[config.mk]
export PLATFORM = sky130hd
export DESIGN_NAME = sio_rx_fifo
export DESIGN_NICKNAME = d
export VERILOG_FILES = /design/src/rtl/sio_rx_fifo.sv
export SDC_FILE = /design/constraint.sdc
export NUM_CORES = 1
export LEC_CHECK = 0
export ABC_AREA = 0
export BUFFER_PORTS_ARGS = -buffer_cell sky130_fd_sc_hd__buf_2
export CELL_PAD_IN_SITES_DETAIL_PLACEMENT = 1
export CELL_PAD_IN_SITES_GLOBAL_PLACEMENT = 1
export CORE_MARGIN = 3
export CORE_UTILIZATION = 37
export DETAILED_ROUTE_END_ITERATION = 16
export PLACE_DENSITY = 0.68
export SKIP_LAST_GASP = 1
export SYNTH_ARGS = -nofsm -noshare
export SYNTH_HDL_FRONTEND = slang
export SYNTH_SLANG_ARGS = --single-unit
[constraint.sdc]
create_clock -name clk -period 3.86 [get_ports clk]
set_clock_uncertainty 0.15 [all_clocks]
set_input_delay 0.386 -clock clk [delete_from_list [all_inputs] [get_ports clk]]
set_output_delay 0.386 -clock clk [all_outputs]
set_load 0.01 [all_outputs]
[src/rtl/sio_rx_fifo.sv]
// Receive-side byte FIFO between the serial receiver and the Z80 I/O bus.
// The CPU reads data at cd=0 and status at cd=1; a control write at cd=1 clears overrun or flushes.
`timescale 1ns/1ps
module sio_rx_fifo #(
  parameter int DEPTH_LOG2 = 4
) (
  input  logic       clk,
  input  logic       n_rst,
  input  logic [7:0] rx_data,
  input  logic       rx_valid,
  input  logic       ce,
  input  logic       rd,
  input  logic       wr,
  input  logic       cd,
  input  logic [7:0] data_in,
  output logic [7:0] data_out,
  output logic       rx_irq
);

  localparam int DEPTH = 1 << DEPTH_LOG2;
  localparam logic [DEPTH_LOG2:0]   DEPTH_CNT = (DEPTH_LOG2 + 1)'(DEPTH);
  localparam logic [DEPTH_LOG2:0]   CNT_ONE   = 1;
  localparam logic [DEPTH_LOG2-1:0] PTR_ONE   = 1;

  logic [7:0]            mem [DEPTH];
  logic [DEPTH_LOG2-1:0] wptr;
  logic [DEPTH_LOG2-1:0] rptr;
  logic [DEPTH_LOG2:0]   count;
  logic                  overrun;
  logic                  rd_data_q;
  logic                  wr_ctl_q;

  logic                  rd_data_sel;
  logic                  rd_stat_sel;
  logic                  wr_ctl_sel;
  logic                  ctl_edge;
  logic                  flush;
  logic                  ovr_clr;
  logic                  full;
  logic                  empty;
  logic                  pop;
  logic                  push_ok;
  logic                  ovr_set;
  logic [4:0]            count5;
  logic [7:0]            status;

  assign rd_data_sel = ce & rd & ~cd;
  assign rd_stat_sel = ce & rd & cd;
  assign wr_ctl_sel  = ce & wr & cd;
  assign ctl_edge    = wr_ctl_sel & ~wr_ctl_q;
  assign flush       = ctl_edge & data_in[7];
  assign ovr_clr     = ctl_edge & data_in[2];

  assign full  = (count == DEPTH_CNT);
  assign empty = (count == '0);

  // One pop per CPU read, taken when the data-read strobe falls.
  assign pop     = rd_data_q & ~rd_data_sel & ~empty;
  assign push_ok = rx_valid & (~full | pop);
  assign ovr_set = rx_valid & full & ~pop & ~flush;

  if (DEPTH_LOG2 >= 4) begin : g_cnt_trunc
    assign count5 = count[4:0];
  end else begin : g_cnt_ext
    assign count5 = {{(4 - DEPTH_LOG2){1'b0}}, count};
  end

  assign status = {count5, overrun, full, ~empty};

  always_ff @(posedge clk) begin
    if (n_rst && push_ok && !flush) begin
      mem[wptr] <= rx_data;
    end
  end

  always_ff @(posedge clk) begin
    if (!n_rst) begin
      wptr      <= '0;
      rptr      <= '0;
      count     <= '0;
      overrun   <= 1'b0;
      data_out  <= 8'h00;
      rx_irq    <= 1'b0;
      rd_data_q <= 1'b0;
      wr_ctl_q  <= 1'b0;
    end else begin
      rd_data_q <= rd_data_sel;
      wr_ctl_q  <= wr_ctl_sel;
      rx_irq    <= ~empty;

      if (flush) begin
        wptr  <= '0;
        rptr  <= '0;
        count <= '0;
      end else begin
        if (push_ok) wptr <= wptr + PTR_ONE;
        if (pop)     rptr <= rptr + PTR_ONE;
        if (push_ok && !pop)      count <= count + CNT_ONE;
        else if (pop && !push_ok) count <= count - CNT_ONE;
      end

      // A set in the same cycle as a clear wins.
      if (ovr_set)      overrun <= 1'b1;
      else if (ovr_clr) overrun <= 1'b0;

      if (rd_data_sel)      data_out <= empty ? 8'h00 : mem[rptr];
      else if (rd_stat_sel) data_out <= status;
      else                  data_out <= 8'h00;
    end
  end

endmodule
==> results.toml <==
[status]
status = "completed"

[synthesis]
synth-seq-area-share = 0.6976
yosysWarnings = 0
yosys.cell_types.count = 48
synthFlopType = "edfxtp_1"
syn-num-nets = 395
syn_avg_cell_area_um2 = 17.52
async_reset_ff_frac = 0
synthCells = 362
syn-cell-area_um2 = 6342
synth_edf_count = 128
synth-seq-cells = 157

[clocking]
cts-root-buf = "clkbuf_16"
cts_hold_buf = 0
cts_buffer_depth = 2
ctsHtreeMaxLevel = 4
postCtsSetupBuffers = 0
clk_latency_ns = 0.43
cts_resized = 0
clkTransAtPathRegs_ns = 0.06
cts_sinks = 157
cts_tree = "done"
cts_buffers = 17

[drt]
drt_first_iter_violations = 254
drc = 0
drt_pass1_iterations = 4
vias = 3328
wl_um = 13860
viasPerCell = 5.224
detail-route-antenna-nets = 0
wire_per_inst_um = 21.76

[die]
core_area_um2 = 16700
die_w_um = 136.9
die_h_um = 136.9
num_rows = 47
pin_count = 32
initial_core_util = 0.3798
die_area_um2 = 18750

[placement]
place.port_buffers = 25
hpwl_um = 9370
place.gp.congestion = 0.7589
dp.cells = 607
dp_slack_ns = 0.7646

[power_and_ir_drop]
power.leakage_nw = 2.469
internal-power_mw = 3.061
pwr-share-comb = 0.074
power_switching_mw = 0.8658
clkPwrFrac = 0.440
pwr_density_cell_nw_per_um2 = 533.5
pwr-share-seq = 0.486
peakVddDrop_mv = 0.3030
switching_share = 0.2205

[worst_setup_path]
crit_arrival_ns = 3.31
start_kind = "flop"
crit_required_ns = 4.06
crit_path_max_fanout = 6
critPathKind = "flop to flop"
endpoint_kind = "flop"

[finish]
n_antenna_cell = 0
final_nets = 439
finalNonFillerCells = 637
final_cell_mix = "128 x edfxtp_1, 28 x nor2_1, 28 x dfxtp_1"
fill_cells = 1641
area_growth_pct = 16.06
drive_gt1_frac = 0.2710
final_common_cell = "edfxtp_1"

[timing]
fmax_mhz = 321.1
maxSlewHeadroom = 0.2932
final_max_slew_viol_count = 0
final-setup-viol-count = 0
fin_ws_ns = 0.7455
period_share = 0.8069
rsz0062_at_grt = "false"
tightest_slew_ns = 1.059
tns_ns = 0
hold_violations = 0
period_minus_slack_ns = 3.115

[run]
cap_violations = 0

[global_routing]
grt_pass1_wl_um = 21080
grt_pass1_vias = 3511
globalRouteTotalUtil = 0.1584
grt_max_degree = 21
grt_overflow = 0
antenna_found_initial = 0

[worst_hold_path]
hold_path.class = "input pin to flop"
-- cells by family (layout without fill, tap and decap cells) --
logic type | after synthesis | in the layout | synth area share
adders and majority gates | 10 | 10 | 0.02091
AOI/OAI and AO/OA | 35 | 35 | 0.04715
xor gates and xnor gates | 4 | 4 | 0.005525
buffers and inverters | 22 | 77 | 0.01914
and+or+nand+nor | 80 | 80 | 0.06175
DFF | 157 | 157 | 0.6976
muxes | 54 | 54 | 0.1480
-- final cells by class --
cell class / count / area, um2 / share of cell area
Tap cell: 220 / 275.3 / 0.03740
Multi-Input combinational cell: 183 / 1797 / 0.2441
Timing Repair Buffer: 40 / 237.7 / 0.03230
Clock buffer: 19 / 432.9 / 0.05881
Clock inverter: 11 / 166.4 / 0.02261
Sequential cell: 157 / 4425 / 0.6012
Inverter: 7 / 26.28 / 0.003570
-- power by group through the flow --
| stage | Combinational (mW) | Clock (mW) | Sequential (mW) |
|---|---|---|---|
| final | 0.289 | 1.73 | 1.91 |
| after global routing | 0.326 | 1.83 | 1.91 |
| after global placement | 0.278 | 0 | 1.94 |
| after CTS | 0.292 | 1.76 | 1.91 |
| after detailed placement | 0.289 | 0 | 1.95 |
| after floorplan | 0.193 | 0 | 1.94 |
-- registers in the layout, summed over array words and instances, names as in the netlist, named ones only --
name and count:
count 5, data_out 8, mem 128, overrun 1
rd_data_q 1, rptr 4, rx_irq 1, wptr 4
wr_ctl_q 1
-- worst paths after layout --
kind | startpoint | cells after the start | slack (ns) | endpoint
worst min-delay path | wr | 2 | 0.1 | wr_ctl_q
worst max-delay path | count[0] | 9 | 0.75 | count[4]
worst min register to register | rptr[3] | 2 | 0.34 | flop
worst max register to register | count[0] | 9 | 0.75 | count[4]
-- worst max-delay path, stage by stage (launching register included) --
cell and delay [ns]:
dfxtp_1 0.38, or4_4 0.63, o211ai_2 0.31, ha_1 0.22, inv_1 0.10, fa_1 0.41
a21o_1 0.21, a21oi_1 0.18, mux2i_1 0.25, mux2i_1 0.19
-- metrics by stage --
stage	instance area, um2	power (mW)	utilization	hold slack [ns]
2_1_floorplan	6342	2.131	-	0.2966
3_3_place_gp	6761	2.219	0.4049	0.3202
3_5_place_dp	6761	2.236	0.4049	0.3416
4_1_cts	7361	3.963	0.4407	0.08082
5_1_grt	7361	4.073	0.4407	0.09744
6_report	7361	3.927	0.4407	0.09826
-- metal layers --
metal / wire length (um) / vias up / share of wire / track usage
li1: - / 1520 / - / -
met1: 6114 / 1734 / 0.44 / 0.2127
met2: 6980 / 61 / 0.50 / 0.2559
met3: 617 / 13 / 0.045 / 0.03750
met4: 146 / 0 / 0.011 / 0.04989
met5: 0 / - / 0 / 0
-- cell usage after synthesis (2+ instances only) --
| cell | number | area (um2) |
|---|---|---|
| dfxtp_1 | 29 | 580.6 |
| mux2_2 | 13 | 146.4 |
| mux2i_1 | 12 | 120.1 |
| edfxtp_1 | 128 | 3844 |
| a311oi_1 | 2 | 17.52 |
| a21oi_1 | 6 | 30.03 |
| a2111oi_0 | 2 | 17.52 |
| clkbuf_1 | 5 | 18.77 |
| a2111oi_2 | 2 | 30.03 |
| buf_6 | 2 | 22.52 |
| nor2b_1 | 4 | 25.02 |
| inv_1 | 7 | 26.28 |
| nor3_1 | 5 | 25.02 |
| a22oi_1 | 6 | 45.04 |
| ha_1 | 9 | 112.6 |
| xor2_1 | 3 | 26.28 |
| nand3_1 | 10 | 50.05 |
| nand2_1 | 19 | 71.32 |
| nand2b_1 | 3 | 18.77 |
| mux4_1 | 5 | 131.4 |
| o21ai_0 | 4 | 20.02 |
| mux4_2 | 24 | 540.5 |
| nand3b_1 | 3 | 22.52 |
| nor2_1 | 28 | 105.1 |
| a21o_1 | 3 | 22.52 |
| buf_2 | 6 | 30.03 |
Note: power is estimated with default switching activity, not from simulation.
